<file path="config.mk">
export PLATFORM = sky130hd
export DESIGN_NAME = ddr3_user_test_master
export DESIGN_NICKNAME = d
export VERILOG_FILES = /design/src/rtl/ddr3_user_test_master.sv
export SDC_FILE = /design/constraint.sdc
export NUM_CORES = 1
export LEC_CHECK = 0
export BUFFER_PORTS_ARGS = -buffer_cell sky130_fd_sc_hd__clkbuf_2
export CAP_MARGIN = 20
export CORE_AREA = 2 2 144 146
export CTS_CLUSTER_SIZE = 28
export DETAILED_ROUTE_END_ITERATION = 10
export DIE_AREA = 0 0 146 148
export PLACE_DENSITY_LB_ADDON = 0.05
export SLEW_MARGIN = 40
export SYNTH_ARGS = -nofsm -noshare
export SYNTH_HDL_FRONTEND = slang
export SYNTH_SLANG_ARGS = --single-unit
</file>
<file path="constraint.sdc">
create_clock -name clk -period 3 [get_ports clk]
set_clock_uncertainty 0.15 [all_clocks]
set_input_delay 0.6 -clock clk [delete_from_list [all_inputs] [get_ports clk]]
set_output_delay 0.6 -clock clk [all_outputs]
set_load 0.02 [all_outputs]
</file>
<file path="src/rtl/ddr3_user_test_master.sv">
// Traffic generator/checker for the DDR3 user bridge: writes a burst
// pattern, reads it back, compares every beat and counts passes/errors.
module ddr3_user_test_master #(
  parameter int          BURST_LEN      = 64,
  parameter int          NUM_BURSTS     = 16,
  parameter logic [29:0] BASE_ADDR      = 30'h0,
  parameter int          TIMEOUT_CYCLES = 65535
) (
  input  logic         clk,
  input  logic         rst_n,
  input  logic         start,
  output logic         u_wr_cmd_en,
  output logic [29:0]  u_wr_addr,
  output logic [6:0]   u_wr_len,
  output logic         u_wr_en,
  output logic [127:0] u_wr_data,
  input  logic         u_wr_rdy,
  input  logic         u_wr_cmd_done,
  output logic         u_rd_cmd_en,
  output logic [29:0]  u_rd_addr,
  output logic [6:0]   u_rd_len,
  output logic         u_rd_en,
  input  logic [127:0] u_rd_data,
  input  logic         u_rd_rdy,
  input  logic         u_rd_cmd_done,
  output logic         busy,
  output logic [15:0]  pass_cnt,
  output logic [15:0]  err_cnt,
  output logic         err_flag,
  output logic         timeout_flag
);

  typedef enum logic [2:0] {
    IDLE, WR_CMD, WR_DATA, WR_WAIT,
    RD_CMD, RD_DATA, RD_WAIT, NEXT
  } state_t;

  localparam logic [6:0]  BL       = 7'(BURST_LEN);
  localparam logic [8:0]  LAST_B   = 9'(NUM_BURSTS - 1);
  localparam logic [29:0] STRIDE   = 30'(BURST_LEN * 16);
  localparam logic [31:0] TMO_LAST = 32'(TIMEOUT_CYCLES - 1);

  function automatic logic [127:0] pattern(
    input logic [7:0] p,
    input logic [8:0] b,
    input logic [6:0] k
  );
    logic [23:0] w;
    w = 24'(b) * 24'(BURST_LEN) + 24'(k);
    return {4{p, w}};
  endfunction

  state_t      state_q, state_d;
  logic [8:0]  b_q, b_d;
  logic [6:0]  beat_q, beat_d;
  logic [6:0]  cmp_q, cmp_d;
  logic        rd_en_q, rd_en_d;
  logic        rd_done_q, rd_done_d;
  logic [31:0] tmo_q, tmo_d;
  logic [15:0] pass_q, pass_d;
  logic [15:0] err_cnt_q, err_cnt_d;
  logic        err_flag_q, err_flag_d;
  logic        tmo_flag_q, tmo_flag_d;

  logic        wr_fire;
  logic        rd_fire;
  logic        last_b;
  logic        mismatch;
  logic        counting;
  logic [29:0] burst_addr;

  assign wr_fire = (state_q == WR_DATA) && u_wr_rdy && (beat_q < BL);
  assign rd_fire = (state_q == RD_DATA) && u_rd_rdy && (beat_q < BL);
  assign last_b  = (b_q == LAST_B);
  assign burst_addr = BASE_ADDR + 30'(b_q) * STRIDE;
  assign counting = state_q inside {WR_DATA, WR_WAIT, RD_DATA, RD_WAIT};

  // rd_en_q marks the cycle the popped beat is visible on u_rd_data
  assign mismatch = rd_en_q &&
    (u_rd_data != pattern(pass_q[7:0], b_q, cmp_q));

  always_comb begin
    state_d    = state_q;
    b_d        = b_q;
    beat_d     = beat_q;
    cmp_d      = cmp_q;
    rd_en_d    = rd_fire;
    rd_done_d  = rd_done_q;
    tmo_d      = tmo_q;
    pass_d     = pass_q;
    err_cnt_d  = err_cnt_q;
    err_flag_d = err_flag_q;
    tmo_flag_d = tmo_flag_q;

    unique case (state_q)
      IDLE: begin
        b_d = '0;
        if (start) state_d = WR_CMD;
      end
      WR_CMD: begin
        beat_d  = '0;
        state_d = WR_DATA;
      end
      WR_DATA: begin
        if (wr_fire) begin
          beat_d = beat_q + 7'd1;
          if (beat_q == BL - 7'd1) state_d = WR_WAIT;
        end
      end
      WR_WAIT: begin
        if (u_wr_cmd_done) begin
          if (last_b) begin
            b_d     = '0;
            state_d = RD_CMD;
          end else begin
            b_d     = b_q + 9'd1;
            state_d = WR_CMD;
          end
        end
      end
      RD_CMD: begin
        beat_d    = '0;
        cmp_d     = '0;
        rd_done_d = 1'b0;
        state_d   = RD_DATA;
      end
      RD_DATA: begin
        if (rd_fire) beat_d = beat_q + 7'd1;
        if (u_rd_cmd_done) rd_done_d = 1'b1;
        if (rd_en_q) begin
          cmp_d = cmp_q + 7'd1;
          if (cmp_q == BL - 7'd1) state_d = RD_WAIT;
        end
      end
      RD_WAIT: begin
        if (u_rd_cmd_done || rd_done_q) begin
          if (last_b) begin
            state_d = NEXT;
          end else begin
            b_d     = b_q + 9'd1;
            state_d = RD_CMD;
          end
        end
      end
      NEXT: begin
        if (pass_q != 16'hFFFF) pass_d = pass_q + 16'd1;
        b_d     = '0;
        state_d = start ? WR_CMD : IDLE;
      end
      default: state_d = IDLE;
    endcase

    if (mismatch) begin
      err_flag_d = 1'b1;
      if (err_cnt_q != 16'hFFFF) err_cnt_d = err_cnt_q + 16'd1;
    end

    // Any progress (state change or beat) restarts the watchdog
    if ((state_d != state_q) || wr_fire || rd_fire) begin
      tmo_d = '0;
    end else if (counting) begin
      if (tmo_q == TMO_LAST) begin
        tmo_flag_d = 1'b1;
        tmo_d      = '0;
        state_d    = IDLE;
      end else begin
        tmo_d = tmo_q + 32'd1;
      end
    end
  end

  always_ff @(posedge clk or negedge rst_n) begin
    if (!rst_n) begin
      state_q    <= IDLE;
      b_q        <= '0;
      beat_q     <= '0;
      cmp_q      <= '0;
      rd_en_q    <= 1'b0;
      rd_done_q  <= 1'b0;
      tmo_q      <= '0;
      pass_q     <= '0;
      err_cnt_q  <= '0;
      err_flag_q <= 1'b0;
      tmo_flag_q <= 1'b0;
    end else begin
      state_q    <= state_d;
      b_q        <= b_d;
      beat_q     <= beat_d;
      cmp_q      <= cmp_d;
      rd_en_q    <= rd_en_d;
      rd_done_q  <= rd_done_d;
      tmo_q      <= tmo_d;
      pass_q     <= pass_d;
      err_cnt_q  <= err_cnt_d;
      err_flag_q <= err_flag_d;
      tmo_flag_q <= tmo_flag_d;
    end
  end

  assign u_wr_cmd_en  = (state_q == WR_CMD);
  assign u_wr_addr    = u_wr_cmd_en ? burst_addr : '0;
  assign u_wr_len     = u_wr_cmd_en ? BL : '0;
  assign u_wr_en      = wr_fire;
  assign u_wr_data    = pattern(pass_q[7:0], b_q, beat_q);
  assign u_rd_cmd_en  = (state_q == RD_CMD);
  assign u_rd_addr    = u_rd_cmd_en ? burst_addr : '0;
  assign u_rd_len     = u_rd_cmd_en ? BL : '0;
  assign u_rd_en      = rd_fire;
  assign busy         = (state_q != IDLE);
  assign pass_cnt     = pass_q;
  assign err_cnt      = err_cnt_q;
  assign err_flag     = err_flag_q;
  assign timeout_flag = tmo_flag_q;

endmodule
</file>
==> metrics.txt <==
site row count=52; Sequential Power Share=0.310; post-synth cell types=59; WL final=22.05 mm; Cell Area, Synth=0.007584 mm^2; final std cells w/o fill=1,436; DRC=0; Max rail drop VDD=332.9 uV; Clock Power Share=0.238; cell with the most instances after synthesis=buf_4; critical path endpoint category=register; Synth-to-Final Area Change=20.00%; cell taking the most area after synthesis=dfrtp_1; Pre-antenna DRT Iters=7; die height=148 um; largest net degree at the start of global routing=65; Fmax achieved=355.7 MHz; Synth area leaders=dfrtp_1 (31%), buf_4 (17%), xnor2_1 (5.0%), nand3_1 (4.4%), o21ai_0 (4.0%); via count=6,880; share of cells above drive strength 1=0.3391; GRT Total Usage=0.1956; actual slew at the worst max-slew pin=0.5681 ns; hpwl dp=17.46 mm; I/O pin cnt=376; initial antenna violation count=1; Nets=1,306; Die X=146 um; insertion delay to the later sink of the worst-skew pair=0.34 ns; Setup violations, final=0; Primary FF master, synth=dfrtp_1; clock sink count=94; dpl cells=1,419; internal power=0.002721 W; flop and latch count out of synthesis=94; Max Cap Viol=0; number of enable flip-flop cells after synthesis=0; CTS buffer count=9; post-route ant nets=0; initial DRC count=339; DR WL/cell=15.36 um; Arrival @ worst endpoint=2.93 ns; Final GP Congestion=0.8346; Final min period=2.811 ns; worst min path class=primary input to async pin; Leak=4.586 nW; CP startpoint kind=register; status=finished clean; sequential-to-total area share from yosys stat=0.3102; CORE AREA=0.02004 mm^2; async set-reset flop share out of synthesis=1.000; power density over cell area=512.4 mW/mm^2; Final Hold Viols=0; Yosys warning total=0; dpl ws=-0.1365 ns; final period utilization=0.9371; synth cell count leaders=buf_4 (174), dfrtp_1 (94), nand3_1 (66); Avg Cell Area, Syn=8.181 um^2; combinational power share=0.452; Worst Setup Slack, final=0.1888 ns; grt peak-use layer=met2; Slew Limit Fails=0; met1 Use GR=0.2629; P_sw=0.001942 W; Yosys top cell area share=0.3102; CTS tree=done; met2 Usage GRT=0.3342; maximum clock path buffer count=2; clock root buffer master=clkbuf_16; Cells after Synth=927; number of global-route vias before repair=6,314; RSZ-0062 raised after global routing=false; first-pass GRT wire length=34.02 mm; Initial Util=0.3784; CTS clock-pin slew for the worst setup and hold paths=0.07 ns; die area=0.02161 mm^2; port buffer count=289; via/cell ratio=4.791; Critical Path RT=3.12 ns; worst-path fanout max=7; Relative slew margins=0.6184; sw frac=0.4164; critical path type=register to register; M3 GR Usage=0.02932; H-Tree Depth=3; total gr overflow=0
==> layer usage <==
layer | routed length (um) | vias to the layer above
li1 | - | 3476
met1 | 10160 | 3197
met2 | 10700 | 195
met3 | 1033 | 12
met4 | 160 | 0
met5 | 0 | -
==> stage by stage <==
stage                     utilization  hold WS (ns)  TNS (ns)  area (um^2)  power [W]
final                          0.4541       0.05247         0         9100   0.004663
after floorplan                     -        0.1544         0         7903   0.003047
after detailed placement       0.4352        0.3070    -1.707         8721   0.003565
after global routing           0.4540       0.07814         0         9097   0.004972
after global placement         0.4352        0.3047   -0.9490         8721   0.003563
after CTS                      0.4505       0.05779         0         9029   0.004705
==> layout by cell type, fill, tap and decap left out, types with 40 or more instances in the layout <==
cell type / synthesis / layout
xnor2_1: 43 / 43
dfrtp_1: 94 / 94
and3_1: 40 / 40
conb_1: 1 / 86
clkbuf_2: 0 / 284
nand2_1: 64 / 64
nor2_1: 44 / 41
buf_4: 174 / 62
o21ai_0: 61 / 61
nand3_1: 66 / 64
==> path summary, 6_finish.rpt <==
path	end	depth (start not counted)	startpoint	slack (ns)
setup / recovery	err_cnt[13]$_DFFE_PN0P_	12	b_q[0]$_DFFE_PN0P_	0.19
hold / removal	pass_cnt[11]$_DFFE_PN0P_	1	rst_n	0.05
setup reg to reg	err_cnt[13]$_DFFE_PN0P_	12	b_q[0]$_DFFE_PN0P_	0.19
hold reg to reg	timeout_flag$_DFFE_PN0P_	1	timeout_flag$_DFFE_PN0P_	0.32
max in group asynchronous	err_cnt[0]$_DFFE_PN0P_	2	rst_n	1.92
min in group clk	timeout_flag$_DFFE_PN0P_	1	timeout_flag$_DFFE_PN0P_	0.32
==> power groups by stage <==
stage	logic [W]	clock network [W]	registers, W
final	0.00211	0.00111	0.00145
after global routing	0.00230	0.00121	0.00146
after CTS	0.00211	0.00115	0.00145
after detailed placement	0.00210	0	0.00147
after global placement	0.00210	0	0.00147
after floorplan	0.00159	0	0.00145
==> layout make-up <==
cell class / instances / area, um^2
Sequential cell: 94 / 2352
Timing Repair Buffer: 350 / 1967
Clock buffer: 12 / 256.5
Multi-Input combinational cell: 679 / 4055
Inverter: 26 / 97.59
Antenna cell: 1 / 2.502
Fill cell: 2065 / 10940
Tap cell: 270 / 337.8
Clock inverter: 4 / 31.28
==> sequential cells by signal (all words and copies together) (netlist names), 3 cells and up <==
register / count
b_q: 9
beat_q: 7
cmp_q: 7
err_cnt: 16
tmo_q: 32
state_q: 3
pass_cnt: 16
==> critical path: stages, from the launching register on <==
cell	delay, ns
dfrtp_1	0.38
ha_2	0.21
ha_4	0.22
nor3_1	0.18
o22ai_1	0.10
or4_1	0.43
nor4_2	0.16
buf_4	0.15
and4b_2	0.29
a21oi_4	0.09
buf_4	0.17
nand4_1	0.10
xnor2_1	0.12
==> logic make-up (layout without fill, tap and decap cells) <==
family                   after synthesis  count (layout)  share of synthesized area
AO/OA/AOI/OAI                        141             141                     0.1135
XOR/XNOR                              70              70                    0.08085
adder cells (fa/ha/maj)               11              11                    0.01815
buffers and inverters                239             392                     0.2076
flip-flops                            94              94                     0.3102
multiplexers                           8               8                    0.01105
other                                  1              87                  0.0004945
AND/OR/NAND/NOR                      363             363                     0.2582
==> repair_timing <==
item                                    4_1_cts  5_1_grt
hold buffers                                  0        0
pin swaps                                     0        1
endpoints found under the setup margin       15       42
cloned                                        0        0
buffers inserted                              0        0
resized for setup                             3       20
No activity file was read; power rests on OpenSTA's default activity.
